`src/rtl/vga_timing_pkg.sv`:
```
// vga_timing_pkg: default 1280x1024@60 raster constants shared by the VGA timing blocks
package vga_timing_pkg;
  localparam int COORD_W = 12;
  localparam int COORD_LIMIT = 1 << COORD_W;
  localparam int DEF_H_VIS = 1280;
  localparam int DEF_H_FP = 48;
  localparam int DEF_H_SYNC = 112;
  localparam int DEF_H_BP = 248;
  localparam int DEF_V_VIS = 1024;
  localparam int DEF_V_FP = 1;
  localparam int DEF_V_SYNC = 3;
  localparam int DEF_V_BP = 38;
  localparam int H_TOTAL = DEF_H_VIS + DEF_H_FP + DEF_H_SYNC + DEF_H_BP;
  localparam int V_TOTAL = DEF_V_VIS + DEF_V_FP + DEF_V_SYNC + DEF_V_BP;
  localparam int H_SYNC_START = DEF_H_VIS + DEF_H_FP;
  localparam int V_SYNC_START = DEF_V_VIS + DEF_V_FP;
endpackage

```
`src/rtl/vga_axis_counter.sv`:
```
// vga_axis_counter: one raster axis counter with wrap flag and combinational sync/visible decode
module vga_axis_counter
  import vga_timing_pkg::*;
#(
  parameter int TOTAL = H_TOTAL,
  parameter int VIS = DEF_H_VIS,
  parameter int SYNC_START = H_SYNC_START,
  parameter int SYNC_W = DEF_H_SYNC,
  parameter bit POL = 1'b1
) (
  input  logic               CLK,
  input  logic               RESETN,
  input  logic               en,
  output logic [COORD_W-1:0] count,
  output logic               wrap,
  output logic               sync,
  output logic               visible
);
  localparam logic [COORD_W:0] LAST = (COORD_W + 1)'(TOTAL - 1);
  localparam logic [COORD_W:0] VIS_X = (COORD_W + 1)'(VIS);
  localparam logic [COORD_W:0] S0 = (COORD_W + 1)'(SYNC_START);
  localparam logic [COORD_W:0] S1 = (COORD_W + 1)'(SYNC_START + SYNC_W);
  logic [COORD_W-1:0] cnt_q, cnt_d;
  logic [COORD_W:0] cnt_x;
  always_comb begin
    cnt_x = {1'b0, cnt_q};
    wrap = cnt_x == LAST;
    cnt_d = en ? (wrap ? '0 : cnt_q + 1'b1) : cnt_q;
    sync = (cnt_x >= S0 && cnt_x < S1) ? POL : ~POL;
    visible = cnt_x < VIS_X;
  end
  always_ff @(posedge CLK or negedge RESETN)
    if (!RESETN) cnt_q <= '0;
    else cnt_q <= cnt_d;
  assign count = cnt_q;
endmodule

```
`src/rtl/vga_coord_generator.sv`:
```
// vga_coord_generator: free-running VGA raster generator with registered coords, syncs and frame counter
module vga_coord_generator
  import vga_timing_pkg::*;
#(
  parameter int H_VIS = DEF_H_VIS,
  parameter int H_FP = DEF_H_FP,
  parameter int H_SYNC = DEF_H_SYNC,
  parameter int H_BP = DEF_H_BP,
  parameter int V_VIS = DEF_V_VIS,
  parameter int V_FP = DEF_V_FP,
  parameter int V_SYNC = DEF_V_SYNC,
  parameter int V_BP = DEF_V_BP,
  parameter bit H_POL = 1'b1,
  parameter bit V_POL = 1'b1
) (
  input  logic               CLK,
  input  logic               RESETN,
  input  logic               PIX_EN,
  output logic [COORD_W-1:0] VGA_horzCoord,
  output logic [COORD_W-1:0] VGA_vertCoord,
  output logic               VGA_HS,
  output logic               VGA_VS,
  output logic               VGA_active,
  output logic               FRAME_START,
  output logic [15:0]        FRAME_CNT
);
  localparam int HT = H_VIS + H_FP + H_SYNC + H_BP;
  localparam int VT = V_VIS + V_FP + V_SYNC + V_BP;
  if (HT > COORD_LIMIT || VT > COORD_LIMIT) begin : g_bad_cfg
    $error("vga_coord_generator: line or frame total exceeds the 12-bit coordinate range");
  end
  logic [COORD_W-1:0] hcnt, vcnt;
  logic h_wrap, v_wrap, h_sync, v_sync, h_vis, v_vis;
  vga_axis_counter #(
    .TOTAL(HT), .VIS(H_VIS), .SYNC_START(H_VIS + H_FP), .SYNC_W(H_SYNC), .POL(H_POL)
  ) u_h (
    .CLK(CLK), .RESETN(RESETN), .en(PIX_EN),
    .count(hcnt), .wrap(h_wrap), .sync(h_sync), .visible(h_vis)
  );
  vga_axis_counter #(
    .TOTAL(VT), .VIS(V_VIS), .SYNC_START(V_VIS + V_FP), .SYNC_W(V_SYNC), .POL(V_POL)
  ) u_v (
    .CLK(CLK), .RESETN(RESETN), .en(PIX_EN & h_wrap),
    .count(vcnt), .wrap(v_wrap), .sync(v_sync), .visible(v_vis)
  );
  logic [COORD_W-1:0] horz_q, horz_d, vert_q, vert_d;
  logic hs_q, hs_d, vs_q, vs_d, active_q, active_d, fs_q, fs_d, origin_q, origin_d;
  logic [15:0] fcnt_q, fcnt_d;
  // origin_q marks that the counters sit at (0,0), i.e. the last enabled edge closed a frame
  always_comb begin
    horz_d = PIX_EN ? hcnt : horz_q;
    vert_d = PIX_EN ? vcnt : vert_q;
    hs_d = PIX_EN ? h_sync : hs_q;
    vs_d = PIX_EN ? v_sync : vs_q;
    active_d = PIX_EN ? (h_vis & v_vis) : active_q;
    fs_d = PIX_EN ? origin_q : fs_q;
    origin_d = PIX_EN ? (h_wrap & v_wrap) : origin_q;
    fcnt_d = (PIX_EN && origin_q) ? fcnt_q + 16'd1 : fcnt_q;
  end
  always_ff @(posedge CLK or negedge RESETN)
    if (!RESETN) begin
      horz_q <= '0;
      vert_q <= '0;
      hs_q <= ~H_POL;
      vs_q <= ~V_POL;
      active_q <= 1'b0;
      fs_q <= 1'b0;
      origin_q <= 1'b1;
      fcnt_q <= '0;
    end else begin
      horz_q <= horz_d;
      vert_q <= vert_d;
      hs_q <= hs_d;
      vs_q <= vs_d;
      active_q <= active_d;
      fs_q <= fs_d;
      origin_q <= origin_d;
      fcnt_q <= fcnt_d;
    end
  assign VGA_horzCoord = horz_q;
  assign VGA_vertCoord = vert_q;
  assign VGA_HS = hs_q;
  assign VGA_VS = vs_q;
  assign VGA_active = active_q;
  assign FRAME_START = fs_q;
  assign FRAME_CNT = fcnt_q;
endmodule

```
`config.mk`:
```
export PLATFORM = sky130hd
export DESIGN_NAME = vga_coord_generator
export DESIGN_NICKNAME = d
export VERILOG_FILES = /design/src/rtl/vga_timing_pkg.sv /design/src/rtl/vga_axis_counter.sv /design/src/rtl/vga_coord_generator.sv
export SDC_FILE = /design/constraint.sdc
export NUM_CORES = 1
export LEC_CHECK = 0
export ABC_AREA = 1
export BUFFER_PORTS_ARGS = -buffer_cell sky130_fd_sc_hd__buf_2
export CAP_MARGIN = 5
export CORE_AREA = 2 2 91 93
export DETAILED_ROUTE_END_ITERATION = 16
export DIE_AREA = 0 0 93 95
export REMOVE_ABC_BUFFERS = 1
export SLEW_MARGIN = 10
export SYNTH_ARGS = -nofsm -noshare
export SYNTH_HDL_FRONTEND = slang
export SYNTH_SLANG_ARGS = --single-unit
```
`constraint.sdc`:
```
create_clock -name CLK -period 3 [get_ports CLK]
set_input_delay 0.3 -clock CLK [delete_from_list [all_inputs] [get_ports CLK]]
set_output_delay 0.3 -clock CLK [all_outputs]
set_load 0.05 [all_outputs]
```
Word level (Yosys, flattened, before mapping)
Index checks and enable logic that the tools add are counted.
{"block": "totals", "reg_bits": 69, "in_bits": 3}
{"block": "op_classes", "n_addsub": 3, "order_cmp": 6, "n_eq_ne": 2, "mux": 4, "n_bitwise": 3, "n_reduce_logical": 3}
{"cell": "< comparator 12 x 11 -> 1 bit (second input constant)", "count": 4}
{"cell": "adder 12 x 1 -> 12 bit (second input constant)", "count": 2}
{"cell": "equality test 12 x 11 -> 1 bit (second input constant)", "count": 2}
{"cell": "greater-or-equal comparator 12 x 11 -> 1 bit (second input constant)", "count": 2}
{"cell": "two-way mux 12 bit", "count": 2}
{"cell": "adder 16 x 1 -> 16 bit (second input constant)", "count": 1}
{"cell": "bitwise AND 1 bit", "count": 3}
{"cell": "logical AND 1 bit", "count": 3}
{"cell": "two-way mux 1 bit", "count": 2}

Depth between registers and ports, before layout
{"block": "depth", "depth_word": 3, "ltp_mapped": 9, "depth_no_buf": 9}

Hierarchy
From an unflattened synthesis, not the netlist that was laid out.
{"block": "unflattened", "cells_unflattened": 395, "area_unflattened_um2": 3533.4}
{"mod": "vga_coord_generator", "n_inst": 1, "cells_each": 178, "area_per_inst_um2": 1956.9, "seq_area_each_um2": 1127.3}
{"mod": "vga_axis_counter (u_v)", "n_inst": 1, "cells_each": 113, "area_per_inst_um2": 797.0, "seq_area_each_um2": 300.3}
{"mod": "vga_axis_counter (u_h)", "n_inst": 1, "cells_each": 104, "area_per_inst_um2": 779.5, "seq_area_each_um2": 300.3}

Worst setup path before layout
No wires, ideal clock.
{"block": "synth_path", "path_type": "reg-to-reg", "start": "reg fcnt_q[0], in the netlist FRAME_CNT[0]", "end": "reg fcnt_q[10], in the netlist FRAME_CNT[10]", "setup_time_ns": 0.141, "t_arrival_ns": 1.546, "required_time_ns": 2.859, "slack_ns": 1.313, "path_stages_with_launch": 8, "n_path_buf": 0, "period_less_slack_ns": 1.687, "path_cell_list": "dfrtp_1 > ha_1 > nand2_1 > nor2_4 > nand2_1 > nor2_4 > nand2_1 > xnor2_1"}
{"block": "synth_via", "elab_chain_cells": 1}
{"element": "start: declaration", "line": "vga_coord_generator.sv:48", "rtl": "logic [15:0] fcnt_q, fcnt_d;"}
{"element": "start signal: assignment", "line": "vga_coord_generator.sv:78", "rtl": "fcnt_q <= fcnt_d;"}
{"element": "adder 16 x 1 -> 16 bit", "line": "vga_coord_generator.sv:58", "rtl": "fcnt_d = (PIX_EN && origin_q) ? fcnt_q + 16'd1 : fcnt_q;"}
Every way passes these cells.
A chain may end at the register's enable or synchronous reset.

Final worst setup path
{"block": "layout_path", "start": "reg u_h.cnt_q[1], in the netlist u_h.count[1]", "end": "reg u_v.cnt_q[1], in the netlist u_v.count[1]"}
{"block": "layout_via", "elab_chain_cells": 2}
{"element": "start: declaration", "line": "vga_axis_counter.sv:23", "rtl": "logic [COORD_W-1:0] cnt_q, cnt_d;"}
{"element": "start signal: assignment", "line": "vga_axis_counter.sv:34", "rtl": "else cnt_q <= cnt_d;"}
{"element": "equality test 12 x 11 -> 1 bit", "line": "vga_axis_counter.sv:27", "rtl": "wrap = cnt_x == LAST;"}
{"element": "bitwise AND 1 bit", "line": "vga_coord_generator.sv:43", "rtl": ".CLK(CLK), .RESETN(RESETN), .en(PIX_EN & h_wrap),"}
{"element": "end signal: assignment", "line": "vga_axis_counter.sv:34"}
{"element": "end: declaration", "line": "vga_axis_counter.sv:23"}
Every way passes these cells.

==> results.txt <==
Die ar.: 8840 µm²
Most frequent cells in the layout: 134 x nand2_1, 68 x dfrtp_1, 46 x buf_2
Worst Skew: 10.5 ps
RSZ-0062 raised after global routing: no
DP HPWL: 4.92 mm
Main combinational cell family by area after synthesis: simple AND/OR/NAND/NOR gates
Initial Util: 43.4%
Simple-gate share of the synthesized area: 30.0%
Critical Path End: u_v.count[1]
PortBufs: 46
Most common cell after layout, fill and taps aside: nand2_1
Die Ht: 95 µm
Root buffer cell: clkbuf_8
Setup_tns: 0 ps
Global-route wire length before repair: 12.0 mm
Distinct cells, synth: 31
Gr ovfl total: 0
Main synth FF type: dfrtp_1
Lkg Pwr: 2.02 nW
Post-synth EDFFs: 0
Worst Path Max Fanout: 19
Tot GR Track Use: 17.3%
Synth Area in Compound Gates: 7.02%
Vias/cell: 4.82
Crit start category: flop
Avg WL per Cell: 12.1 µm
XOR/XNOR share of the synthesized area: 3.82%
N_diodes: 0
Num rows: 33
Initial drt markers: 129
Warnings from Yosys: 0
Crit share post-route: 52.7%
Cells after Synth: 423
Iteration count of the initial detailed-routing pass: 4
Fin cells: 580
Die Wd: 93 µm
Final #Nets: 481
Worst setup path startpoint: u_h.count[1]
Post-synthesis mux area share: 0%
Antenna violations before repair: 0
Netlist Area Pre-Place: 3440 µm²
Largest net degree at the start of global routing: 70
Total wire length: 7.00 mm
Vias: 2797
H-tree levels: 3
Deepest clock path buffer count: 2
Clock transition at path regs: 70 ps
Cts repair resizes: 0
Worst VDD drop: 0.226 mV
Total core area: 7930 µm²
Minimum clock period: 1580 ps
Crit path kind: flop to flop
Skew-Pair Late Insertion Delay: 350 ps
Tightest Pin Transition: 776 ps
Required @ worst endpoint: 3250 ps
Antenna Nets Post-Route: 0
Max cap viols: 0
Inst Count DP: 565
RR Endpoint: u_v.count[1]
Crit path capture type: flop
Reg2Reg Depth: 5
Slew Viols, Final: 0
Vias in the first global route: 2631
CTS sink count: 69
Hold/Removal Path Class: input pin to flop
Pwr dens: 590 nW/µm²
Total CTS buffers: 9
Post-synthesis sequential area ratio: 50.2%
Post-synthesis adder-cell area fraction: 2.18%
I/O pin cnt: 47
RD Place Congestion: 0.831
Layout cells sized above 1: 17.7%
# setup viols final: 0
Seq cells post-synth: 69
P&R area growth vs syn: 14.2%
Max_slew headroom: 48.2%
Crit path DAT: 1830 ps
Residual DRC count: 0
Syn avg cell area: 8.13 µm²
Status: complete, no violations
CTS tree: yes
Fin. Hold Viols: 0
Worst r2r src: u_h.count[1]
FMAX: 0.633 GHz
Ys async rst share: 100%
Flop-to-flop setup slack: 1420 ps
Yosys cell counts, types with 3 or more instances:
library cell | count | area [µm²]
nand2_1 | 134 | 503
a21oi_1 | 5 | 25.0
dfrtp_1 | 68 | 1700
nand3_1 | 30 | 150
clkbuf_1 | 3 | 11.3
o21ai_0 | 33 | 165
nor3_1 | 7 | 35.0
nor2_2 | 4 | 25.0
xnor2_1 | 5 | 43.8
buf_2 | 4 | 20.0
xor2_1 | 10 | 87.6
inv_1 | 43 | 161
nand4_1 | 8 | 50.1
ha_1 | 6 | 75.1
nor2_4 | 5 | 56.3
inv_2 | 4 | 15.0
nor2_1 | 35 | 131
report_power, final:
group	internal (mW)	total (mW)	switching [mW]	leakage, nW
combinational	0.140	0.552	0.413	1.05
sequential	1.03	1.13	0.102	0.894
clock	0.286	0.630	0.344	0.0767
timing repair:
action                                 CTS  global route
hold buffers                             1             0
endpoints found under the hold margin   52             0
buffers inserted                         0             0
state kept, by name, indices dropped and copies added, names as in the netlist:
name / cells
FRAME_CNT: 16
FRAME_START: 1
VGA_HS: 1
VGA_VS: 1
VGA_active: 1
VGA_horzCoord: 12
VGA_vertCoord: 12
origin_q: 1
u_h.count: 12
u_v.count: 12
area by class of cell:
type	count	area [µm²]
fillers	816	4000
flip-flops and latches	69	1730
multi-input cells	297	1480
repair buffers	48	260
inverters	47	176
well taps	105	131
clock buffers	9	124
clock inverters	5	30.0
per-layer routing:
layer  wire length [µm]  track usage [%]
met1               3390             23.4
met2               3240             28.1
met3                256             2.55
met4                113             6.99
met5                  0                0
worst max-delay path, cell delays in order, from the launching register on:
cell and delay [ps]:
dfrtp_1 390, ha_1 240, inv_1 70, nor2_2 200, nand4_4 300, o21ai_0 280
kinds of logic (layout without fill, tap and decap cells):
logic type               count (synthesis)  in the layout
AO/OA/AOI/OAI                           45             45
buffers and inverters                   57            109
AND/OR/NAND/NOR                        231            231
XOR/XNOR                                15             15
adder cells (fa/ha/maj)                  6              6
flip-flops                              69             69
worst min path at each step:
stage / start / endpoint / slack, ps / depth (start not counted)
detailed placement: RESETN / VGA_horzCoord[5] / 360 / 2
finish: PIX_EN / VGA_vertCoord[3] / 400 / 3
global placement: RESETN / VGA_horzCoord[5] / 360 / 2
CTS: PIX_EN / VGA_vertCoord[3] / 390 / 3
global route: PIX_EN / VGA_vertCoord[3] / 420 / 3
floorplan: RESETN / FRAME_CNT[0] / 4 / 0
per-stage QoR:
stage / power [mW] / utilization, % / hold slack, ps / worst slack (ps) / cell area [µm²]
after global placement: 1.70 / 47.5 / 358 / 1290 / 3760
after detailed placement: 1.71 / 47.5 / 356 / 1240 / 3760
final: 2.32 / 49.6 / 400 / 1420 / 3930
after global routing: 2.46 / 49.6 / 425 / 1210 / 3930
after CTS: 2.34 / 49.6 / 390 / 1380 / 3930
after floorplan: 1.55 / - / 4.41 / 1310 / 3380
Power figures use the tool's default switching activity.
